## config.mk

```make
export PLATFORM = sky130hd
export DESIGN_NAME = rtc_escritura_ctrl
export DESIGN_NICKNAME = d
export VERILOG_FILES = /design/src/rtl/rtc_escritura_ctrl_pkg.sv /design/src/rtl/rtc_fase_timer.sv /design/src/rtl/rtc_escritura_ctrl.sv
export SDC_FILE = /design/constraint.sdc
export NUM_CORES = 1
export LEC_CHECK = 0
export ABC_AREA = 1
export CORE_MARGIN = 3
export CORE_UTILIZATION = 45
export CTS_CLUSTER_SIZE = 28
export DETAILED_ROUTE_END_ITERATION = 12
export GPL_TIMING_DRIVEN = 1
export PLACE_DENSITY = 0.78
export SKIP_CTS_REPAIR_TIMING = 1
export SLEW_MARGIN = 10
export SYNTH_ARGS = -nofsm -noshare
export SYNTH_HDL_FRONTEND = slang
export SYNTH_SLANG_ARGS = --single-unit
```

## constraint.sdc

```tcl
create_clock -name clk -period 2.4 [get_ports clk]
set_input_delay 0.36 -clock clk [delete_from_list [all_inputs] [get_ports clk]]
set_output_delay 0.36 -clock clk [all_outputs]
set_load 0.005 [all_outputs]
```

## src/rtl/rtc_escritura_ctrl_pkg.sv

```systemverilog
// Shared RTC bus definitions: FSM state encodings, idle bus levels and default phase timing.
// Also used by the seconds-read path so both engines agree on bus idle levels.
package rtc_escritura_ctrl_pkg;

  typedef enum logic [4:0] {
    S_IDLE, S_A_SET, S_A_STB, S_A_HLD, S_GAP,
    S_D_SET, S_D_STB, S_D_HLD,
    S_GAP2, S_RA_SET, S_RA_STB, S_RA_HLD, S_GAP3,
    S_R_SET, S_R_STB, S_R_HLD,
    S_DONE
  } estado_e;

  localparam logic CS_INACT = 1'b1;
  localparam logic WR_INACT = 1'b1;
  localparam logic RD_INACT = 1'b1;
  localparam logic AD_DATA  = 1'b1;

  localparam int T_SETUP_DEF = 1;
  localparam int T_PULSE_DEF = 4;
  localparam int T_HOLD_DEF  = 1;
  localparam int T_GAP_DEF   = 2;
  localparam int CW_DEF      = 4;

endpackage

```

## src/rtl/rtc_fase_timer.sv

```systemverilog
// Phase timer: CW-bit down-counter, loaded on every FSM state entry; expira when it reaches zero.
module rtc_fase_timer #(
  parameter int CW = 4
) (
  input  logic          clk,
  input  logic          reset,
  input  logic          carga,
  input  logic [CW-1:0] valor,
  output logic          expira
);

  logic [CW-1:0] cnt_q, cnt_d;

  always_comb begin
    cnt_d = cnt_q;
    if (carga)
      cnt_d = valor;
    else if (cnt_q != '0)
      cnt_d = cnt_q - 1'b1;
  end

  always_ff @(posedge clk) begin
    if (reset) cnt_q <= '0;
    else       cnt_q <= cnt_d;
  end

  assign expira = (cnt_q == '0);

endmodule

```

## src/rtl/rtc_escritura_ctrl.sv

```systemverilog
// Write-cycle engine for the multiplexed A/D RTC bus: address phase, gap, data phase, listo pulse.
// Optional read-back check of the written byte when RTC_WR_VERIFY_EN is defined.
module rtc_escritura_ctrl
  import rtc_escritura_ctrl_pkg::*;
#(
  parameter int T_SETUP = T_SETUP_DEF,
  parameter int T_PULSE = T_PULSE_DEF,
  parameter int T_HOLD  = T_HOLD_DEF,
  parameter int T_GAP   = T_GAP_DEF,
  parameter int CW      = CW_DEF
) (
  input  logic       clk,
  input  logic       reset,
  input  logic       iniciar,
  input  logic [7:0] dir,
  input  logic [7:0] dato,
  input  logic [7:0] RTC_out,
  output logic [7:0] RTC_in,
  output logic       bus_oe,
  output logic       A_D,
  output logic       CS,
  output logic       RD,
  output logic       WR,
  output logic       ocupado,
  output logic       listo,
  output logic       err_verif
);

  estado_e       state_q, state_d;
  logic [7:0]    dir_q, dir_d, dato_q, dato_d;
  logic          carga, expira, acepta;
  logic [CW-1:0] valor;

  function automatic logic [CW-1:0] duracion(estado_e s);
    case (s)
      S_A_SET, S_D_SET, S_RA_SET, S_R_SET: duracion = CW'(T_SETUP - 1);
      S_A_STB, S_D_STB, S_RA_STB, S_R_STB: duracion = CW'(T_PULSE - 1);
      S_A_HLD, S_D_HLD, S_RA_HLD, S_R_HLD: duracion = CW'(T_HOLD - 1);
      S_GAP, S_GAP2, S_GAP3:               duracion = CW'(T_GAP - 1);
      default:                             duracion = '0;
    endcase
  endfunction

  function automatic estado_e siguiente(estado_e s);
    case (s)
      S_A_SET:  siguiente = S_A_STB;
      S_A_STB:  siguiente = S_A_HLD;
      S_A_HLD:  siguiente = S_GAP;
      S_GAP:    siguiente = S_D_SET;
      S_D_SET:  siguiente = S_D_STB;
      S_D_STB:  siguiente = S_D_HLD;
`ifdef RTC_WR_VERIFY_EN
      S_D_HLD:  siguiente = S_GAP2;
`else
      S_D_HLD:  siguiente = S_DONE;
`endif
      S_GAP2:   siguiente = S_RA_SET;
      S_RA_SET: siguiente = S_RA_STB;
      S_RA_STB: siguiente = S_RA_HLD;
      S_RA_HLD: siguiente = S_GAP3;
      S_GAP3:   siguiente = S_R_SET;
      S_R_SET:  siguiente = S_R_STB;
      S_R_STB:  siguiente = S_R_HLD;
      S_R_HLD:  siguiente = S_DONE;
      default:  siguiente = S_IDLE;
    endcase
  endfunction

  assign acepta = (state_q == S_IDLE) && iniciar;

  // Next state; the timer is reloaded whenever the state changes.
  always_comb begin
    state_d = state_q;
    case (state_q)
      S_IDLE:  if (iniciar) state_d = S_A_SET;
      S_DONE:  state_d = S_IDLE;
      default: if (expira) state_d = siguiente(state_q);
    endcase
    carga = (state_d != state_q);
    valor = duracion(state_d);
    dir_d  = acepta ? dir  : dir_q;
    dato_d = acepta ? dato : dato_q;
  end

  always_ff @(posedge clk) begin
    if (reset) state_q <= S_IDLE;
    else       state_q <= state_d;
  end

  always_ff @(posedge clk) begin
    dir_q  <= dir_d;
    dato_q <= dato_d;
  end

  rtc_fase_timer #(.CW(CW)) u_timer (
    .clk    (clk),
    .reset  (reset),
    .carga  (carga),
    .valor  (valor),
    .expira (expira)
  );

  // Bus decode purely from the registered state, so reset idles the bus at the same edge.
  always_comb begin
    A_D     = AD_DATA;
    CS      = CS_INACT;
    RD      = RD_INACT;
    WR      = WR_INACT;
    bus_oe  = 1'b0;
    RTC_in  = 8'h00;
    ocupado = (state_q != S_IDLE);
    listo   = (state_q == S_DONE);
    case (state_q)
      S_A_SET, S_A_STB, S_A_HLD, S_RA_SET, S_RA_STB, S_RA_HLD: begin
        A_D    = 1'b0;
        CS     = 1'b0;
        bus_oe = 1'b1;
        RTC_in = dir_q;
        WR     = !(state_q == S_A_STB || state_q == S_RA_STB);
      end
      S_D_SET, S_D_STB, S_D_HLD: begin
        CS     = 1'b0;
        bus_oe = 1'b1;
        RTC_in = dato_q;
        WR     = (state_q != S_D_STB);
      end
      S_R_SET, S_R_STB, S_R_HLD: begin
        CS = 1'b0;
        RD = (state_q != S_R_STB);
      end
      default: ;
    endcase
  end

`ifdef RTC_WR_VERIFY_EN
  logic err_q, err_d;

  always_comb begin
    err_d = err_q;
    if (acepta)
      err_d = 1'b0;
    else if (state_q == S_R_STB && expira && RTC_out != dato_q)
      err_d = 1'b1;
  end

  always_ff @(posedge clk) begin
    if (reset) err_q <= 1'b0;
    else       err_q <= err_d;
  end

  assign err_verif = err_q;
`else
  logic unused_rtc_out;
  assign unused_rtc_out = ^RTC_out;
  assign err_verif      = 1'b0;
`endif

endmodule

```

==> results list <==
- Result of the run: finished, final reports clean
- In this run the tightest slew margin relative to its limit is 59.1%.
- Measured along the y axis, the die boundary spans between 60 and 70 µm.
* Number of synthesized register bits: 30
* Period minus WS final: about 2.3 ns
- Routability-driven placement finished with a final weighted congestion of ~0.8.
* Share of layout cells above drive strength 1: 12.5%
- At the placement stage, the worst setup path has a slack of 0.325 ns.
* Final-layout worst hold slack: around 0.57 ns
* Antenna-violating nets left: 0
- After legalization and detailed placement, the total HPWL measured 2.43 mm.
- Standard cell core area: 0.00318 mm²
- The total overflow left after global routing is 0.
- Number of buffer and inverter stages on the critical path: 2
- The first TritonRoute pass finished after 4 iterations.
* TritonCTS clock tree: built
- The number of antenna violations at the first check in global routing came to 0.
- After synthesis, the mean cell area works out to ~8.4 µm².
- Ranked by total cell area, the synthesized netlist is headed by sky130_fd_sc_hd__edfxtp_1 31%, sky130_fd_sc_hd__dfxtp_1 18%, sky130_fd_sc_hd__nand2_1 7.9%, sky130_fd_sc_hd__inv_1 7.0%, sky130_fd_sc_hd__nand3_1 6.1%.
* Number of levels the H-tree was split into: 2
- Synthesized instance count: 187
- STA classifies the critical path endpoint as an output pin.
- First-pass GRT wire length: between 5 and 6 mm
- Sequential cells were found to cover 48.6% of the synthesized design area.
- Once layout is complete, the utilization of the core stands at 62.9%.
* Period utilisation layout: 95.6%
- Sequential cells burn between 20 and 30% of the power.
- Internal power: 1620 µW
- DR WL met3: roughly 160 µm
- The number of antenna diodes in the final layout is 0.
- Detailed-route via count: between 1k and 1.5k
- In this design, the stage delay of the slowest critical-path cell is 0.54 ns.
- After synthesis, the share of flip-flops with an asynchronous set or reset is 0%.
- Setup tns final: 0 ns
- Starting density of the core: 49.2%
- The biggest area contributor in the post-synthesis netlist is sky130_fd_sc_hd__edfxtp_1.
- Combinational cells account for between 60% and 70% of the total power.
- In the final layout, flip-flops and latches occupy 761 µm².
* Primary flip-flop cell chosen by synthesis mapping: sky130_fd_sc_hd__edfxtp_1
- Power density relative to cell area: 1510 mW/mm²
* Layout filler cell count: 287
- Critical path arrival: roughly 1.9 ns
- Largest driver fanout on the critical path: 10
- Kind of critical path: reg2out
* Post-synth design cell area: 0.00156 mm²
- Critical path startpoint category: flip-flop
- Max Slew Vio Count: 0
* Crit path max-delay family: buffers and inverters
- Register-to-register setup slack: 0.44 ns
* Die Wd: 65.0 µm
- The first routing iteration left 80 violations.
* Synth Net Count: 219
- During synthesis, Yosys emitted a total of 0 warnings.
* Setup violations, final: 0
- Number of enable-type register cells in the synthesized netlist: 16
* Total met2 wirelength after detailed routing: 1.61 mm
- The signal on the critical path passes through nor2_2 -> nor2_2 -> buf_4 -> nand3_1 -> o21ai_0 -> clkdlybuf4s50_1.
- Met1 routed wirelength after detailed routing: 1.40 mm
* Class of the worst hold path: in2reg
- In the post-route analysis, the smallest setup slack over all paths is 0.105 ns.
- Vias in the first global route: 1211
- Boundary Pins: 43
- Data on the critical path is required at its endpoint by 2.04 ns.
- Number of rows in the core area: 20
- Vias per cell: 4.95
- The die covers 0.00422 mm².
- Across the run, the number of max-cap violations was 0.
* NetSw: 1390 µW
- The top cell type by area accounts for 30.7% of the synthesized area.
- The clock network accounts for 9.5% of the total power.
* Top cell by count, worst path: sky130_fd_sc_hd__nor2_2
* Leakage: 0.000889 µW
- Clock tree synthesis selected as its root buffer the cell sky130_fd_sc_hd__clkbuf_4.
- Unique masters post-synth: 27
* Critical-path cell with the highest stage delay: sky130_fd_sc_hd__clkdlybuf4s50_1
- Worst-skew pair later-pin latency: 0.33 ns
* CTS Buffer Depth: 2
- The final hold violation count was 0.
- Remaining DRCs: 0
- Post-layout net count: 255
- In the global route stage, overall resource usage came out at 17.0%.
- Footprint of the multi-input gates: 672 µm²
- Static timing analysis puts the maximum clock frequency at 0.436 GHz.
* Maximum number of pins on one net before global-route repair: 17
- CTS Buf Count: 5
- Wires add up to 3.25 mm.
- Clock Skews: 0.00807 ns
- Worst-case vdd ir drop: 0.864 mV
- For the pin with the worst max-slew slack, the measured transition is 0.613 ns.
- Signed area change from the synthesized netlist to the final layout: 27.8%
- Total Power Consumption: around 3000 µW
- Net switching is 46.1% of the power.
* Max Used Layer: met4
* Clock-pin transition on the worst setup and hold timing paths: roughly 0.1 ns
* Buffers on Ports: 33
- Clock Sink Count: 30
* Wire per inst: 12.1 µm
## path summary, 6_finish.rpt
| check | start | to | cells past startpoint |
|---|---|---|---|
| worst max-delay path | state_q[0]$_SDFF_PP0_ | RTC_in[0] | 6 |
| worst min-delay path | dir[2] | dir_q[2]$_DFFE_PP_ | 1 |
| worst max register to register | u_timer.cnt_q[0]$_SDFFE_PP0P_ | flip-flop | 11 |
| worst min register to register | flip-flop | state_q[4]$_SDFF_PP0_ | 4 |
## area by class of cell
cell class | count | area share [%]
clock buffers | 5 | 1.88
multi-input cells | 121 | 33.6
well taps | 44 | 2.75
flip-flops and latches | 30 | 38.0
repair buffers | 35 | 17.3
inverters | 30 | 5.63
clock inverters | 3 | 0.814
## kinds of logic (layout without fill, tap and decap cells)
| group | Yosys count | in the layout | share of synthesized area, % |
|---|---|---|---|
| XOR/XNOR | 3 | 3 | 1.68 |
| buffers and inverters | 36 | 73 | 9.36 |
| AND/OR/NAND/NOR | 97 | 97 | 31.0 |
| flip-flops | 30 | 30 | 48.6 |
| other | 1 | 1 | 0.240 |
| AO/OA/AOI/OAI | 15 | 15 | 5.12 |
| adder cells (fa/ha/maj) | 5 | 5 | 4.00 |
## cell usage after synthesis, types with 2 or more instances
master	n
sky130_fd_sc_hd__nor2_2	5
sky130_fd_sc_hd__clkbuf_1	4
sky130_fd_sc_hd__o21ai_0	12
sky130_fd_sc_hd__nor3_1	3
sky130_fd_sc_hd__nand3_2	3
sky130_fd_sc_hd__nor2_1	16
sky130_fd_sc_hd__nand3_1	19
sky130_fd_sc_hd__nand2_1	33
sky130_fd_sc_hd__edfxtp_1	16
sky130_fd_sc_hd__inv_1	29
sky130_fd_sc_hd__xor2_1	2
sky130_fd_sc_hd__nand2_2	5
sky130_fd_sc_hd__nor2_4	2
sky130_fd_sc_hd__dfxtp_1	14
sky130_fd_sc_hd__ha_1	5
sky130_fd_sc_hd__nand4_1	8
## stage by stage
step	std cells	cell area (µm²)
2_1_floorplan	187	1560
3_3_place_gp	260	1930
3_5_place_dp	260	1930
4_1_cts	268	1980
5_1_grt	268	2000
6_report	268	2000
## power by group through the flow
| stage | clock network, µW | registers (µW) | logic (µW) |
|---|---|---|---|
| detailed placement | 0 | 875 | 1830 |
| CTS | 293 | 863 | 1840 |
| finish | 286 | 864 | 1860 |
| floorplan | 0 | 853 | 1300 |
| global route | 317 | 886 | 2110 |
| global placement | 0 | 871 | 1800 |
## per-layer routing
| layer | track usage (%) | up-vias |
|---|---|---|
| li1 | - | 678 |
| met1 | 21.4 | 594 |
| met2 | 27.3 | 47 |
| met3 | 3.64 | 7 |
| met4 | 8.71 | 0 |
| met5 | 0 | - |
## cell usage in the layout, fill, tap and decap left out, drive strengths merged, types with 2 or more instances in the layout
cell           count
dfxtp             14
clkinv             2
inv               30
nor2              23
nand3             22
edfxtp            16
clkbuf             5
o21ai             12
clkdlybuf4s50     33
xor2               2
nand4              8
ha                 5
nor3               3
buf                2
nand2             39
Power figures use the tool's default switching activity.
